### src/rtl/duty_cmd_uart_rx.sv
// 8N1 UART receiver and 4-byte duty command parser (A5, CMD, DUTY, CSUM) for the PWM generator.
// Accepted packets load duty_n/sel with a one-cycle update strobe; rejected ones pulse pkt_err.
module duty_cmd_uart_rx #(
    parameter int CLK_HZ       = 10_000_000,
    parameter int BAUD         = 9600,
    parameter int DUTY_MAX     = 127,
    parameter int TIMEOUT_BITS = 20
) (
    input  logic       clk,
    input  logic       rst_n,
    input  logic       rx,
    output logic [7:0] duty_n,
    output logic       sel,
    output logic       update,
    output logic       pkt_err,
    output logic       busy
);
    localparam int OSR_DIV  = CLK_HZ / (BAUD * 16);
    localparam int DIV_W    = $clog2(OSR_DIV + 1);
    localparam int TO_TICKS = TIMEOUT_BITS * 16;
    localparam int TO_W     = $clog2(TO_TICKS + 1);
    localparam logic [7:0] HDR      = 8'hA5;
    localparam logic [7:0] DUTY_CAP = 8'(DUTY_MAX);

    typedef enum logic [1:0] {R_IDLE, R_START, R_DATA, R_STOP} rx_state_t;
    typedef enum logic [1:0] {P_HUNT, P_CMD, P_DUTY, P_CSUM} p_state_t;

    logic rx_meta, rx_s, rx_q, fall;

    always_ff @(posedge clk or negedge rst_n) begin
        if (!rst_n) begin
            rx_meta <= 1'b1;
            rx_s    <= 1'b1;
            rx_q    <= 1'b1;
        end else begin
            rx_meta <= rx;
            rx_s    <= rx_meta;
            rx_q    <= rx_s;
        end
    end

    assign fall = rx_q & ~rx_s;

    // Oversampling divider restarts on a start edge so bit sampling is phase-locked to it
    rx_state_t        rs, rs_nx;
    logic [DIV_W-1:0] div_cnt;
    logic             tick, start_det;

    assign start_det = (rs == R_IDLE) && fall;
    assign tick      = (div_cnt == DIV_W'(OSR_DIV - 1));

    always_ff @(posedge clk or negedge rst_n) begin
        if (!rst_n)
            div_cnt <= '0;
        else if (start_det || tick)
            div_cnt <= '0;
        else
            div_cnt <= div_cnt + 1'b1;
    end

    logic [3:0] tick_cnt, tick_cnt_nx;
    logic [2:0] bit_cnt, bit_cnt_nx;
    logic [7:0] shreg, shreg_nx;
    logic       byte_valid, byte_valid_nx;
    logic       frame_err, frame_err_nx;

    always_ff @(posedge clk or negedge rst_n) begin
        if (!rst_n) begin
            rs         <= R_IDLE;
            tick_cnt   <= '0;
            bit_cnt    <= '0;
            shreg      <= '0;
            byte_valid <= 1'b0;
            frame_err  <= 1'b0;
        end else begin
            rs         <= rs_nx;
            tick_cnt   <= tick_cnt_nx;
            bit_cnt    <= bit_cnt_nx;
            shreg      <= shreg_nx;
            byte_valid <= byte_valid_nx;
            frame_err  <= frame_err_nx;
        end
    end

    always_comb begin
        rs_nx         = rs;
        tick_cnt_nx   = tick_cnt;
        bit_cnt_nx    = bit_cnt;
        shreg_nx      = shreg;
        byte_valid_nx = 1'b0;
        frame_err_nx  = 1'b0;
        case (rs)
            R_IDLE: begin
                if (fall) begin
                    rs_nx       = R_START;
                    tick_cnt_nx = '0;
                end
            end
            R_START: begin
                // 8th tick lands mid start bit; high there means a glitch
                if (tick) begin
                    if (tick_cnt == 4'd7) begin
                        tick_cnt_nx = '0;
                        bit_cnt_nx  = '0;
                        rs_nx       = rx_s ? R_IDLE : R_DATA;
                    end else begin
                        tick_cnt_nx = tick_cnt + 4'd1;
                    end
                end
            end
            R_DATA: begin
                if (tick) begin
                    tick_cnt_nx = tick_cnt + 4'd1;
                    if (tick_cnt == 4'd15) begin
                        shreg_nx   = {rx_s, shreg[7:1]};
                        bit_cnt_nx = bit_cnt + 3'd1;
                        if (bit_cnt == 3'd7)
                            rs_nx = R_STOP;
                    end
                end
            end
            R_STOP: begin
                if (tick) begin
                    tick_cnt_nx = tick_cnt + 4'd1;
                    if (tick_cnt == 4'd15) begin
                        rs_nx         = R_IDLE;
                        byte_valid_nx = rx_s;
                        frame_err_nx  = ~rx_s;
                    end
                end
            end
            default: rs_nx = R_IDLE;
        endcase
    end

    p_state_t        ps, ps_nx;
    logic [7:0]      cmd_r, cmd_nx, duty_r, duty_nx, csum_r, csum_nx;
    logic            chk_pend, chk_pend_nx;
    logic [TO_W-1:0] to_cnt, to_cnt_nx;
    logic [7:0]      duty_n_nx;
    logic            sel_nx, update_nx, pkt_err_nx, timeout;

    always_ff @(posedge clk or negedge rst_n) begin
        if (!rst_n) begin
            ps       <= P_HUNT;
            cmd_r    <= '0;
            duty_r   <= '0;
            csum_r   <= '0;
            chk_pend <= 1'b0;
            to_cnt   <= '0;
            duty_n   <= '0;
            sel      <= 1'b0;
            update   <= 1'b0;
            pkt_err  <= 1'b0;
        end else begin
            ps       <= ps_nx;
            cmd_r    <= cmd_nx;
            duty_r   <= duty_nx;
            csum_r   <= csum_nx;
            chk_pend <= chk_pend_nx;
            to_cnt   <= to_cnt_nx;
            duty_n   <= duty_n_nx;
            sel      <= sel_nx;
            update   <= update_nx;
            pkt_err  <= pkt_err_nx;
        end
    end

    assign timeout = (ps != P_HUNT) && tick && (to_cnt == TO_W'(TO_TICKS - 1));

    // The CSUM byte is judged one clock after it arrives; the parser stays in
    // CSUM until then so busy drops on the same edge that raises update.
    always_comb begin
        ps_nx       = ps;
        cmd_nx      = cmd_r;
        duty_nx     = duty_r;
        csum_nx     = csum_r;
        chk_pend_nx = 1'b0;
        duty_n_nx   = duty_n;
        sel_nx      = sel;
        update_nx   = 1'b0;
        pkt_err_nx  = 1'b0;
        to_cnt_nx   = to_cnt;

        if (ps == P_HUNT || byte_valid)
            to_cnt_nx = '0;
        else if (tick)
            to_cnt_nx = to_cnt + 1'b1;

        if (frame_err) begin
            ps_nx      = P_HUNT;
            pkt_err_nx = 1'b1;
        end else if (chk_pend) begin
            ps_nx = P_HUNT;
            if (csum_r == (HDR ^ cmd_r ^ duty_r) && cmd_r[7:1] == 7'd0) begin
                update_nx = 1'b1;
                sel_nx    = cmd_r[0];
                duty_n_nx = (duty_r > DUTY_CAP) ? DUTY_CAP : duty_r;
            end else begin
                pkt_err_nx = 1'b1;
            end
        end else if (byte_valid) begin
            case (ps)
                P_HUNT: if (shreg == HDR) ps_nx = P_CMD;
                P_CMD: begin
                    cmd_nx = shreg;
                    ps_nx  = P_DUTY;
                end
                P_DUTY: begin
                    duty_nx = shreg;
                    ps_nx   = P_CSUM;
                end
                P_CSUM: begin
                    csum_nx     = shreg;
                    chk_pend_nx = 1'b1;
                end
                default: ps_nx = P_HUNT;
            endcase
        end else if (timeout) begin
            ps_nx      = P_HUNT;
            pkt_err_nx = 1'b1;
        end
    end

    assign busy = (ps != P_HUNT);

endmodule
### config.mk
export PLATFORM = sky130hd
export DESIGN_NAME = duty_cmd_uart_rx
export DESIGN_NICKNAME = d
export VERILOG_FILES = /design/src/rtl/duty_cmd_uart_rx.sv
export SDC_FILE = /design/constraint.sdc
export NUM_CORES = 1
export LEC_CHECK = 0
export CAP_MARGIN = 20
export CORE_MARGIN = 2
export CORE_UTILIZATION = 37
export DETAILED_ROUTE_END_ITERATION = 8
export PLACE_DENSITY = 0.6
export SLEW_MARGIN = 15
export SYNTH_ARGS = -nofsm -noshare
export SYNTH_HDL_FRONTEND = slang
export SYNTH_SLANG_ARGS = --single-unit
### constraint.sdc
create_clock -name clk -period 2 [get_ports clk]
set_input_delay 0.5 -clock clk [delete_from_list [all_inputs] [get_ports clk]]
set_output_delay 0.5 -clock clk [all_outputs]
set_load 0.05 [all_outputs]
==> impl_metrics.py, run 1 <==
metrics = {
    "placement": {
        "finalWeightedCongestion": 0.7637,
        "hpwl_microns": 4644,
        "numPortBuffers": 14,
    },
    "outcome": {
        "violations": "negative setup slack",
        "outcome": "finished with violations",
    },
    "setup_path": {
        "reg2reg_slack_ns": -0.01,
        "start_kind": "flip-flop",
        "slowest_stage": "or4_4",
        "cp-startpoint": "cmd_r[3]",
        "crit_type": "flip-flop to flip-flop",
        "worst-path-max-fanout": 7,
        "crit_required_ns": 2.23,
        "r2r_end": "pkt_err",
        "timing.rr.start": "cmd_r[3]",
        "r2r_cells": 6,
        "cp.arrival_ns": 2.24,
        "end_kind": "flip-flop",
        "slowest_delay_ns": 0.54,
        "path_cells": "xor3_1, or4_4, nor4_4, buf_6, buf_4, nor2_1",
        "crit_path_end": "pkt_err",
    },
    "synth": {
        "synth_top_area_cell": "dfrtp_1",
        "synth-edff-count": 0,
        "synth_ff_type": "dfrtp_1",
        "synth-seq-area-share_pct": 53.20,
        "yosysMostFrequentCell": "dfrtp_1",
        "synth_nets": 317,
        "ys_seq_elements": 76,
        "synth.cell_area_sq_um": 3582,
        "netlist_instances": 303,
        "synth.area.top_cells": "dfrtp_1 51%, mux2_2 10%, ha_1 3.8%",
        "yosys.area.top_type_share_pct": 51.00,
        "synth_common_cells": "73 x dfrtp_1, 32 x mux2_2, 28 x nor2_1",
        "ys_warn_count": 0,
        "yosys.cell_types.count": 50,
        "synth-async-reset-ratio_pct": 100.0,
        "avgSynthCellArea_sq_um": 11.82,
    },
    "sta": {
        "setup_viol": 5,
        "fmax_mhz": 497.1,
        "worst_slew_pin_slew_ns": 0.5120,
        "final.setup.tns_ns": -0.03028,
        "min_period_ns": 2.012,
        "fin_skew_ns": 0.009963,
        "hold_viol": 0,
        "rsz0062_at_grt": "yes",
        "maxSlewHeadroom_pct": 65.81,
        "fin_crit_sh_pct": 100.6,
        "timing.final.ws_setup_ns": -0.01167,
        "drv_slew": 0,
    },
    "finish": {
        "layout-drive-gt1-share_pct": 27.35,
        "nets": 361,
        "syn_to_final_growth_pct": 19.73,
        "multiInputGateArea_sq_um": 1603,
        "fillerInstances": 858,
        "seq_area_sq_um": 1906,
        "diodes": 0,
        "final_util_pct": 45.98,
    },
    "global_routing": {
        "grt_pass1_wl_microns": 11410,
        "antenna_found_initial": 0,
        "grt_max_degree": 45,
        "grt_use_total_pct": 14.08,
        "grt_pass1_vias": 2330,
        "overflow": 0,
    },
    "floorplan": {
        "dieWidth_microns": 102.4,
        "coreArea_sq_um": 9328,
        "start_util_pct": 38.40,
        "die_h_microns": 102.4,
        "rows": 35,
        "io_pins": 15,
        "dieArea_sq_um": 10480,
    },
    "route": {
        "drtPass1Iterations": 4,
        "post_drt_wl_per_cell_microns": 13.65,
        "drt_wl_total_microns": 6554,
        "ant_nets": 0,
        "drc": 0,
        "first_iter_violations": 83,
        "post_drt_via_cell_ratio": 4.838,
        "via_count": 2322,
    },
    "clock_network": {
        "cts_root_buf": "clkbuf_8",
        "htreeDepth": 3,
        "cts-buffers-inserted": 9,
        "clockBufferDepth": 2,
        "clk_pin_slew_worst_paths_ns": 0.08,
        "cts.sinks": 76,
        "ctsHoldBuffers": 0,
        "cts_tree": "built",
        "clk_latency_ns": 0.34,
    },
    "worst_hold_path": {
        "hp-class": "primary input to asynchronous set/reset pin",
    },
    "power_and_ir_drop": {
        "power_mw": 3.327,
        "max-vdd-ir-drop_uv": 293.7,
        "powerDensity_nw_per_um2": 775.7,
        "leakage_nw": 2.010,
    },
    "flow_run": {
        "drv_cap": 0,
    },
}
## through the flow
stage                     cell area, sq um  std cells  hold slack, ns  worst slack, ns
final                                 4289        480         0.09243         -0.01167
after CTS                             4237        477         0.09655         -0.04101
after detailed placement              4033        460          0.3500         -0.05528
after global routing                  4289        480          0.1161          -0.1224
after floorplan                       3597        303          0.2044        -0.007965
after global placement                4033        460          0.3480          0.01338
## state kept, by name, indices dropped and copies added, names as in the netlist, 2 cells and up, named ones only
signal    cells
to_cnt        9
shreg         8
csum_r        8
bit_cnt       3
duty_r        8
cmd_r         8
ps            2
tick_cnt      4
duty_n        8
div_cnt       7
## worst max-delay path: cells and delay by family (launching register included)
kind | cells | cell delay (ns)
and+or+nand+nor | 3 | 0.82
xor gates and xnor gates | 1 | 0.36
buffers and inverters | 2 | 0.30
DFF | 1 | 0.40
## final cells by class
cell class	count	share of cell area, %
clock buffer	10	3.209
timing repair buffer	41	8.256
multi-input combinational	199	37.37
tap	129	3.763
inverter	20	1.750
sequential	76	44.43
clock inverter	5	1.225
## logic make-up (layout without fill, tap and decap cells)
logic type,after synthesis,count (layout),share of synthesized area (%)
flip-flops,76,76,53.20
adder cells (fa/ha/maj),11,11,3.842
AND/OR/NAND/NOR,96,96,14.63
multiplexers,41,41,12.71
XOR/XNOR,16,16,6.252
AO/OA/AOI/OAI,35,35,6.183
buffers and inverters,28,76,3.178
## what timing repair did
action / in CTS / in global routing
pin swaps: 0 / 3
endpoints found under the setup margin: 11 / 29
buffers inserted: 2 / 3
gates resized for setup: 5 / 7
cloned: 0 / 0
## layer usage
metal	part of all wire, %	GRT usage, %
met1	51	20.39
met2	44	20.60
met3	2.3	2.941
met4	1.9	5.846
met5	0	0
## worst min-delay path by stage
stage / start / to / cells past startpoint / slack, ns
after floorplan: rst_n / asynchronous set/reset pin / 0 / 0.20
after global placement: rx_meta / rx_s / 0 / 0.35
after detailed placement: rx_meta / rx_s / 0 / 0.35
after CTS: rst_n / bit_cnt[1] / 1 / 0.1
after global routing: rst_n / tick_cnt[0] / 1 / 0.12
final: rst_n / tick_cnt[0] / 1 / 0.09
## power by group
part | switching (mW) | internal, mW
Sequential | 0.0990 | 1.63
Combinational | 0.233 | 0.218
Clock | 0.550 | 0.597
## layout by cell type, fill, tap and decap left out, types with 3 or more instances in the layout
cell type | Yosys | layout
a21oi_1 | 9 | 8
and2_1 | 3 | 4
and3_1 | 4 | 4
buf_4 | 0 | 31
clkbuf_8 | 0 | 10
clkinv_2 | 0 | 3
dfrtp_1 | 73 | 73
dfstp_2 | 3 | 3
dlygate4sd2_1 | 0 | 4
ha_1 | 11 | 10
inv_1 | 20 | 20
mux2_2 | 32 | 32
mux2i_1 | 8 | 8
nand2_1 | 15 | 15
nand3_1 | 7 | 7
nand4_1 | 6 | 6
nor2_1 | 28 | 28
nor3_1 | 4 | 4
o21ai_0 | 11 | 11
o31ai_1 | 3 | 3
or2_2 | 4 | 4
or3_1 | 4 | 4
xnor2_1 | 6 | 6
xnor3_1 | 5 | 5
xor2_1 | 4 | 4
Power figures use the tool's default switching activity.
==> run 2, diff against run 1 <==
--- a/config.mk
+++ b/config.mk
@@ -10,7 +10,7 @@
 export CORE_UTILIZATION = 37
 export DETAILED_ROUTE_END_ITERATION = 8
 export PLACE_DENSITY = 0.6
-export SLEW_MARGIN = 15
+export SLEW_MARGIN = 10
 export SYNTH_ARGS = -nofsm -noshare
 export SYNTH_HDL_FRONTEND = slang
 export SYNTH_SLANG_ARGS = --single-unit
==> results of run 2 <==
Same layout as run 1: the final DEF is identical, and so are final timing and power.
==> run 3, diff against run 2 <==
--- a/config.mk
+++ b/config.mk
@@ -8,6 +8,7 @@
 export CAP_MARGIN = 20
 export CORE_MARGIN = 2
 export CORE_UTILIZATION = 37
+export CTS_CLUSTER_DIAMETER = 80
 export DETAILED_ROUTE_END_ITERATION = 8
 export PLACE_DENSITY = 0.6
 export SLEW_MARGIN = 10
==> results of run 3 <==
Same layout as run 1: the final DEF is identical, and so are final timing and power.
